**src/rtl/data_ram_arbiter.sv**
```systemverilog
// data_ram_arbiter: shares one single-port, byte-lane data RAM between two
// masters. m0 is the CPU MEM-stage port and m1 is a secondary master.
// Each access takes three states: IDLE (arbitrate and latch), ACCESS
// (the RAM samples its inputs) and RESP (registered read data is returned).
//
// Optional feature, selected by the macro DATA_RAM_ARB_RR_EN:
//   - defined  : round-robin arbitration using rr_last.
//   - undefined: fixed priority to m0, with a starvation limit for m1.
module data_ram_arbiter #(
  parameter int ADDR_W       = 32,
  parameter int STARVE_LIMIT = 4
) (
  input  logic                  clk,
  input  logic                  rst,

  input  logic                  m0_req,
  input  logic                  m0_we,
  input  logic [ADDR_W-1:0]     m0_addr,
  input  logic [ADDR_W/8-1:0]   m0_sel,
  input  logic [ADDR_W-1:0]     m0_wdata,
  output logic [ADDR_W-1:0]     m0_rdata,
  output logic                  m0_ack,
  output logic                  m0_stall,

  input  logic                  m1_req,
  input  logic                  m1_we,
  input  logic [ADDR_W-1:0]     m1_addr,
  input  logic [ADDR_W/8-1:0]   m1_sel,
  input  logic [ADDR_W-1:0]     m1_wdata,
  output logic [ADDR_W-1:0]     m1_rdata,
  output logic                  m1_ack,

  output logic                  ram_ce,
  output logic                  ram_we,
  output logic [ADDR_W-1:0]     ram_addr,
  output logic [ADDR_W/8-1:0]   ram_sel,
  output logic [ADDR_W-1:0]     ram_wdata,
  input  logic [ADDR_W-1:0]     ram_rdata
);

  localparam int SEL_W = ADDR_W / 8;

  typedef enum logic [1:0] {
    S_IDLE   = 2'd0,
    S_ACCESS = 2'd1,
    S_RESP   = 2'd2
  } state_t;

  state_t              state_q, state_d;
  logic                ram_ce_q, ram_ce_d;
  logic                ram_we_q, ram_we_d;
  logic [ADDR_W-1:0]   ram_addr_q, ram_addr_d;
  logic [SEL_W-1:0]    ram_sel_q, ram_sel_d;
  logic [ADDR_W-1:0]   ram_wdata_q, ram_wdata_d;
  // Winner id (0 = m0, 1 = m1) and its direction. These are kept through
  // RESP so that the ack and the read data reach the right master.
  logic                win_id_q, win_id_d;
  logic                win_we_q, win_we_d;

  logic                any_req;
  logic                grant_m1;
  logic                arb_decide;
  logic [ADDR_W-1:0]   resp_data;

  assign any_req    = m0_req | m1_req;
  // An arbitration decision is made only in IDLE when a request is present.
  assign arb_decide = (state_q == S_IDLE) && any_req;

`ifdef DATA_RAM_ARB_RR_EN
  // Round-robin: on contention, the master that was not granted last wins.
  // rr_last starts at 1, so the first contended grant goes to m0.
  logic rr_last_q, rr_last_d;

  assign grant_m1 = m1_req & (~m0_req | ~rr_last_q);

  // Record the id of the most recent grant.
  always_comb begin
    rr_last_d = rr_last_q;
    if (arb_decide) begin
      rr_last_d = grant_m1;
    end
  end

  // Round-robin history register.
  always_ff @(posedge clk or negedge rst) begin
    if (!rst) begin
      rr_last_q <= 1'b1;
    end else begin
      rr_last_q <= rr_last_d;
    end
  end
`else
  // Fixed priority: m0 wins unless m1 has already lost STARVE_LIMIT times
  // in a row. In that case m1 is forced through once.
  localparam logic [3:0] STARVE_MAX = 4'(STARVE_LIMIT);

  logic [3:0] starve_cnt_q, starve_cnt_d;

  assign grant_m1 = m1_req & (~m0_req | (starve_cnt_q == STARVE_MAX));

  // Count m1 losses (saturating) and clear the count when m1 is granted.
  always_comb begin
    starve_cnt_d = starve_cnt_q;
    if (arb_decide) begin
      if (grant_m1) begin
        starve_cnt_d = 4'd0;
      end else if (m1_req && (starve_cnt_q != 4'hF)) begin
        starve_cnt_d = starve_cnt_q + 4'd1;
      end
    end
  end

  // Starvation counter register.
  always_ff @(posedge clk or negedge rst) begin
    if (!rst) begin
      starve_cnt_q <= 4'd0;
    end else begin
      starve_cnt_q <= starve_cnt_d;
    end
  end
`endif

  // Next-state and next-RAM-command logic for the three-state transaction.
  always_comb begin
    state_d     = state_q;
    ram_ce_d    = ram_ce_q;
    ram_we_d    = ram_we_q;
    ram_addr_d  = ram_addr_q;
    ram_sel_d   = ram_sel_q;
    ram_wdata_d = ram_wdata_q;
    win_id_d    = win_id_q;
    win_we_d    = win_we_q;

    unique case (state_q)
      S_IDLE: begin
        if (any_req) begin
          // Latch the winner's command. It is presented to the RAM
          // during ACCESS.
          win_id_d    = grant_m1;
          win_we_d    = grant_m1 ? m1_we    : m0_we;
          ram_ce_d    = 1'b1;
          ram_we_d    = grant_m1 ? m1_we    : m0_we;
          ram_addr_d  = grant_m1 ? m1_addr  : m0_addr;
          ram_sel_d   = grant_m1 ? m1_sel   : m0_sel;
          ram_wdata_d = grant_m1 ? m1_wdata : m0_wdata;
          state_d     = S_ACCESS;
        end else begin
          ram_ce_d    = 1'b0;
          ram_we_d    = 1'b0;
          ram_addr_d  = '0;
          ram_sel_d   = '0;
          ram_wdata_d = '0;
        end
      end

      S_ACCESS: begin
        // The RAM captures the command at the end of this cycle. Drop the
        // strobes so that the access happens exactly once.
        ram_ce_d = 1'b0;
        ram_we_d = 1'b0;
        state_d  = S_RESP;
      end

      S_RESP: begin
        // The read data is on ram_rdata now. Clear the remaining command
        // fields so that the RAM bus is idle while back in IDLE.
        ram_addr_d  = '0;
        ram_sel_d   = '0;
        ram_wdata_d = '0;
        state_d     = S_IDLE;
      end

      default: begin
        ram_ce_d    = 1'b0;
        ram_we_d    = 1'b0;
        ram_addr_d  = '0;
        ram_sel_d   = '0;
        ram_wdata_d = '0;
        state_d     = S_IDLE;
      end
    endcase
  end

  // State and RAM command registers. The reset drops ram_ce immediately.
  always_ff @(posedge clk or negedge rst) begin
    if (!rst) begin
      state_q     <= S_IDLE;
      ram_ce_q    <= 1'b0;
      ram_we_q    <= 1'b0;
      ram_addr_q  <= '0;
      ram_sel_q   <= '0;
      ram_wdata_q <= '0;
      win_id_q    <= 1'b0;
      win_we_q    <= 1'b0;
    end else begin
      state_q     <= state_d;
      ram_ce_q    <= ram_ce_d;
      ram_we_q    <= ram_we_d;
      ram_addr_q  <= ram_addr_d;
      ram_sel_q   <= ram_sel_d;
      ram_wdata_q <= ram_wdata_d;
      win_id_q    <= win_id_d;
      win_we_q    <= win_we_d;
    end
  end

  // Response decode. The ack is high for the single RESP cycle. A write
  // returns zero, and each rdata is forced to zero whenever its ack is low.
  assign resp_data = win_we_q ? '0 : ram_rdata;
  assign m0_ack    = (state_q == S_RESP) & ~win_id_q;
  assign m1_ack    = (state_q == S_RESP) &  win_id_q;
  assign m0_rdata  = m0_ack ? resp_data : '0;
  assign m1_rdata  = m1_ack ? resp_data : '0;
  assign m0_stall  = m0_req & ~m0_ack;

  assign ram_ce    = ram_ce_q;
  assign ram_we    = ram_we_q;
  assign ram_addr  = ram_addr_q;
  assign ram_sel   = ram_sel_q;
  assign ram_wdata = ram_wdata_q;

endmodule

```
**config.mk**
```make
export PLATFORM = sky130hd
export DESIGN_NAME = data_ram_arbiter
export DESIGN_NICKNAME = d
export VERILOG_FILES = /design/src/rtl/data_ram_arbiter.sv
export SDC_FILE = /design/constraint.sdc
export NUM_CORES = 1
export LEC_CHECK = 0
export BUFFER_PORTS_ARGS = -buffer_cell sky130_fd_sc_hd__buf_4
export CAP_MARGIN = 20
export CORE_AREA = 3 3 121 123
export DETAILED_ROUTE_END_ITERATION = 12
export DIE_AREA = 0 0 124 126
export PLACE_DENSITY = 0.77
export SYNTH_ARGS = -nofsm -noshare
export SYNTH_HDL_FRONTEND = slang
export SYNTH_SLANG_ARGS = --single-unit
```
**constraint.sdc**
```tcl
create_clock -name clk -period 3.34 [get_ports clk]
set_input_delay 1.002 -clock clk [delete_from_list [all_inputs] [get_ports clk]]
set_output_delay 1.002 -clock clk [all_outputs]
set_load 0.05 [all_outputs]
```
### Word level (Yosys, flattened, before mapping)

Index checks and enable logic that the tools add are counted.

* flip-flop bits (word level): 78

* add/subtract/negate cells: 1
* equal/unequal tests: 5
* mux-type cells: 21
* bitwise gates (word level): 9
* reductions and logical operators: 6

Operators with widths (count)
* $mux W32: 7
* $pmux W32 S2: 2
* $mux W4: 4
* $pmux W4 S2: 1
* $add A4 B1 Y4 const B: 1
* $and A1 B1 Y1: 4
* $eq A4 B3 Y1 const B: 1
* $ne A4 B4 Y1 const B: 1
* $pmux W1 S2: 2
* $pmux W2 S2: 1
* $reduce_and A2 Y1: 2
* $mux W1: 3
* $not A1 Y1: 3
* $eq A2 B1 Y1 const B: 1
* $eq A2 B2 Y1 const B: 1
* $logic_and A1 B1 Y1: 2
* $logic_not A2 Y1: 1
* $mux W2: 1
* $ne A2 B2 Y1 const B: 1
* $or A1 B1 Y1: 2
* $reduce_bool A2 Y1: 1

### Longest topological paths before layout

* depth after elaboration: 6
* depth in mapped cells: 8
* depth with buffers taken out: 6

### Worst setup path after synthesis

Ideal clock, no wire load.

* kind: flip-flop to output port
* from: reg state_q[1]
* to: out m0_rdata[22]
* arrival time: 1.827 ns
* slack: 0.511 ns
* stages on the path, launching flop included: 7
* path through: dfrtp_1 > clkbuf_1 > nor2b_1 > nand2b_1 > clkbuf_1 > clkbuf_1 > nor2_1

* word-level cells in the longest chain between the ends: 3

Ends and longest elaborated chain
* start: declaration: RTL line 49 `state_t state_q, state_d;`
* start signal: assignment: RTL line 196 `state_q <= state_d;`
* $eq A2 B2 Y1: RTL line 210 `assign m0_ack = (state_q == S_RESP) & ~win_id_q;`
* $and A1 B1 Y1: RTL line 210
* $mux W32: RTL line 212 `assign m0_rdata = m0_ack ? resp_data : '0;`
* end: declaration: RTL line 21 `output logic [ADDR_W-1:0] m0_rdata,`

Every way passes these cells.

### Worst setup path after layout

* from: reg state_q[0]
* to: out m0_rdata[21]

Same word-level chain as after synthesis.

==> impl_metrics.csv <==
group,metric,value,unit
yosys,synth-simple-area-share,26.5,%
timing,timing.fmax,342,MHz
run_status,status,"finished clean",
timing,hold_violations,0,
place,hpwl,13000,um
yosys,syn-num-nets,731,
clocking,clockBufferDepth,2,
floorplan,coreArea,0.0138,mm2
timing,worst_pin_slew,0.799,ns
route,drcViolationCount,0,
yosys,synth_compound_area_share,28.2,%
yosys,synth_edf_count,0,
yosys,synth_top_family_by_area,"compound AO/OA/AOI/OAI gates",
timing,finalClockSkew,0.00957,ns
place,post_dp_cell_area,0.00746,mm2
yosys,synth_fa_ha_area_share,0.495,%
clocking,clockRootBuffer,"clkbuf_16",
hold_path,hold_path_class,"reg -> reg",
worst_setup_path,cp_top_family,"simple AND/OR/NAND/NOR gates",
worst_setup_path,crit_fanout,24,
clocking,cts_tree,"built",
final_layout,antenna_cells,0,
global_route,grt_pass1_vias,5326,
global_route,grt_max_degree,74,
clocking,cts_hold_buf,0,
place,dp_slack,0.742,ns
timing,min_period,2.92,ns
floorplan,die_width,124,um
final_layout,final_common_cell,"buf_4",
yosys,synth_mux_area_share,0,%
timing,fin_tns_setup,0,ns
yosys,async_flop_share,100,%
global_route,antenna_found_initial,0,
clocking,post_cts_resized,0,
yosys,yosysUniqueCellTypes,27,
yosys,synth_top_area_share,38.6,%
worst_setup_path,worstPathRequired,2.34,ns
final_layout,layout.nets,1002,
route,routed_wl,18200,um
final_layout,final_cell_area,0.00781,mm2
floorplan,die_height,126,um
route,drtAntennaViolNets,0,
route,via_count,5653,
clocking,htreeDepth,3,
pwr,p_per_area,992,mW/mm2
route,first_pass_iters,4,
final_layout,fillers,1258,
yosys,synthCells,555,
yosys,synth-xor-area-share,0,%
global_route,grt_pass1_wl,27700,um
floorplan,fp-row-count,43,
worst_setup_path,path_buf_inv,2,
timing,finalMaxSlewViolations,0,
yosys,synth_area_per_cell,9.11,um2
floorplan,num_io_pins,311,
worst_setup_path,critPathCaptureType,"output pin",
yosys,yosysWarnings,0,
yosys,synth_area,0.00506,mm2
timing,rsz0062_at_grt,"false",
worst_setup_path,crit_slowest_cell,"dfrtp_4",
clocking,cts_inserted_buffers,9,
final_layout,mostFrequentLayoutCells,"324 x buf_4, 76 x dfrtp_1, 70 x nor2b_1",
place,port_buffers,310,
clocking,clkTransAtPathRegs,0.06,ns
worst_setup_path,timing_worst_setup_path_type,"reg -> out",
final_layout,areaGrowthSynthToFinish,54.5,%
yosys,ys.flop_type,"dfrtp_1",
yosys,synth.top_cells.by_area,"dfrtp_1 39%, a221o_1 13%, a221oi_1 9.9%",
route,vias_per_cell,5.59,
floorplan,start_util,36.7,%
global_route,grt_use_total,21.9,%
global_route,globalRouteOverflowTotal,0,
place,globalplace.congestion,0.803,
pwr,p_leak,3.69,nW
clocking,clk_latency,0.33,ns
final_layout,drive_above_1_share,42.8,%
timing,maxSlewHeadroom,46.7,%
route,first_iter_violations,328,
timing,worst_slack,0.415,ns
timing,min_period_over_period,87.6,%
worst_setup_path,cp_common_cell,"buf_4",
pwr,peakVddDrop,0.000487,V
timing,final-setup-viol-count,0,
worst_setup_path,start_kind,"flip-flop",
yosys,ys_seq_area_share,38.6,%
flow_run,max_cap_viol_count,0,
worst_setup_path,slowest_delay,0.46,ns
route,wl_per_cell,18.0,um
yosys,ys_seq_elements,78,
yosys,synth_largest_area_cell,"dfrtp_1",
clocking,cts_setup_buffers,0,
worst_setup_path,crit_chain,"nor2b_1, nand2b_1, buf_4, nor2_1, buf_4",
clocking,clock_sinks,78,
floorplan,die_area,0.0156,mm2
worst_setup_path,cp.arrival,1.92,ns
## synth_stat cells, drive strengths merged (2+ instances only)
library cell,n
nor2b,72
nor3,69
o21ai,3
a221o,68
a31oi,2
clkbuf,45
nand3,2
and2,2
buf,20
nand2,7
a21oi,2
dfrtp,78
nor2,66
ha,2
nand2b,33
a21o,3
inv,6
a221oi,68
## state kept, by name (all words and copies together) (netlist names)
register,flops
starve_cnt_q,4
ram_sel,4
ram_wdata,32
ram_we,1
state_q,2
win_we_q,1
win_id_q,1
ram_ce,1
ram_addr,32
## cells by family (layout without fill, tap and decap cells)
kind of cell	after synthesis	count (layout)
compound gates	148	148
flops	78	78
buf+inv	71	347
fa+ha+maj	2	2
simple gates	256	256
## metal layers
layer,GRT usage (%),share of wire [%],vias to the layer above
met4,6.77,2.0,0
met2,38.8,51,250
li1,-,-,2666
met3,5.03,8.8,27
met5,0,0,-
met1,26.2,38,2710
## area by class of cell
class	instances	area (um2)	area share, %
well taps	180	225	2.88
multi-input cells	406	2810	35.9
clock inverters	3	90.1	1.15
inverters	6	22.5	0.288
flip-flops and latches	78	1960	25.0
repair buffers	325	2450	31.4
clock buffers	13	260	3.33
## stage by stage
step           util [%]  total power, mW  std cells  hold WS [ns]
2_1_floorplan         -             5.16        555         0.479
3_3_place_gp       54.2             6.58        995         0.466
3_5_place_dp       54.2             6.64        995         0.472
4_1_cts            56.7             7.82       1011         0.489
5_1_grt            56.7             8.19       1011         0.533
6_report           56.7             7.75       1011         0.489
## power breakdown
group / switching [mW] / internal, mW
combinational: 3.21 / 1.69
sequential: 0.296 / 1.41
clock: 0.372 / 0.772
## final timing paths
kind                       slack [ns]  depth (start not counted)            to       start
max                              0.42                          5  m0_rdata[21]  state_q[0]
min                              0.49                          2        ram_ce      ram_ce
max reg2reg                      1.23                          5  ram_addr[13]  state_q[0]
min reg2reg                      0.49                          2        ram_ce      ram_ce
max in group asynchronous        2.07                          2    state_q[1]         rst
min in group asynchronous        0.65                          1  ram_addr[31]         rst
## tightest hold or removal path, delay by kind of cell, from the launching register on
family	cells	cell delay, ns
flops	1	0.35
simple gates	2	0.10
Power figures use the tool's default switching activity.
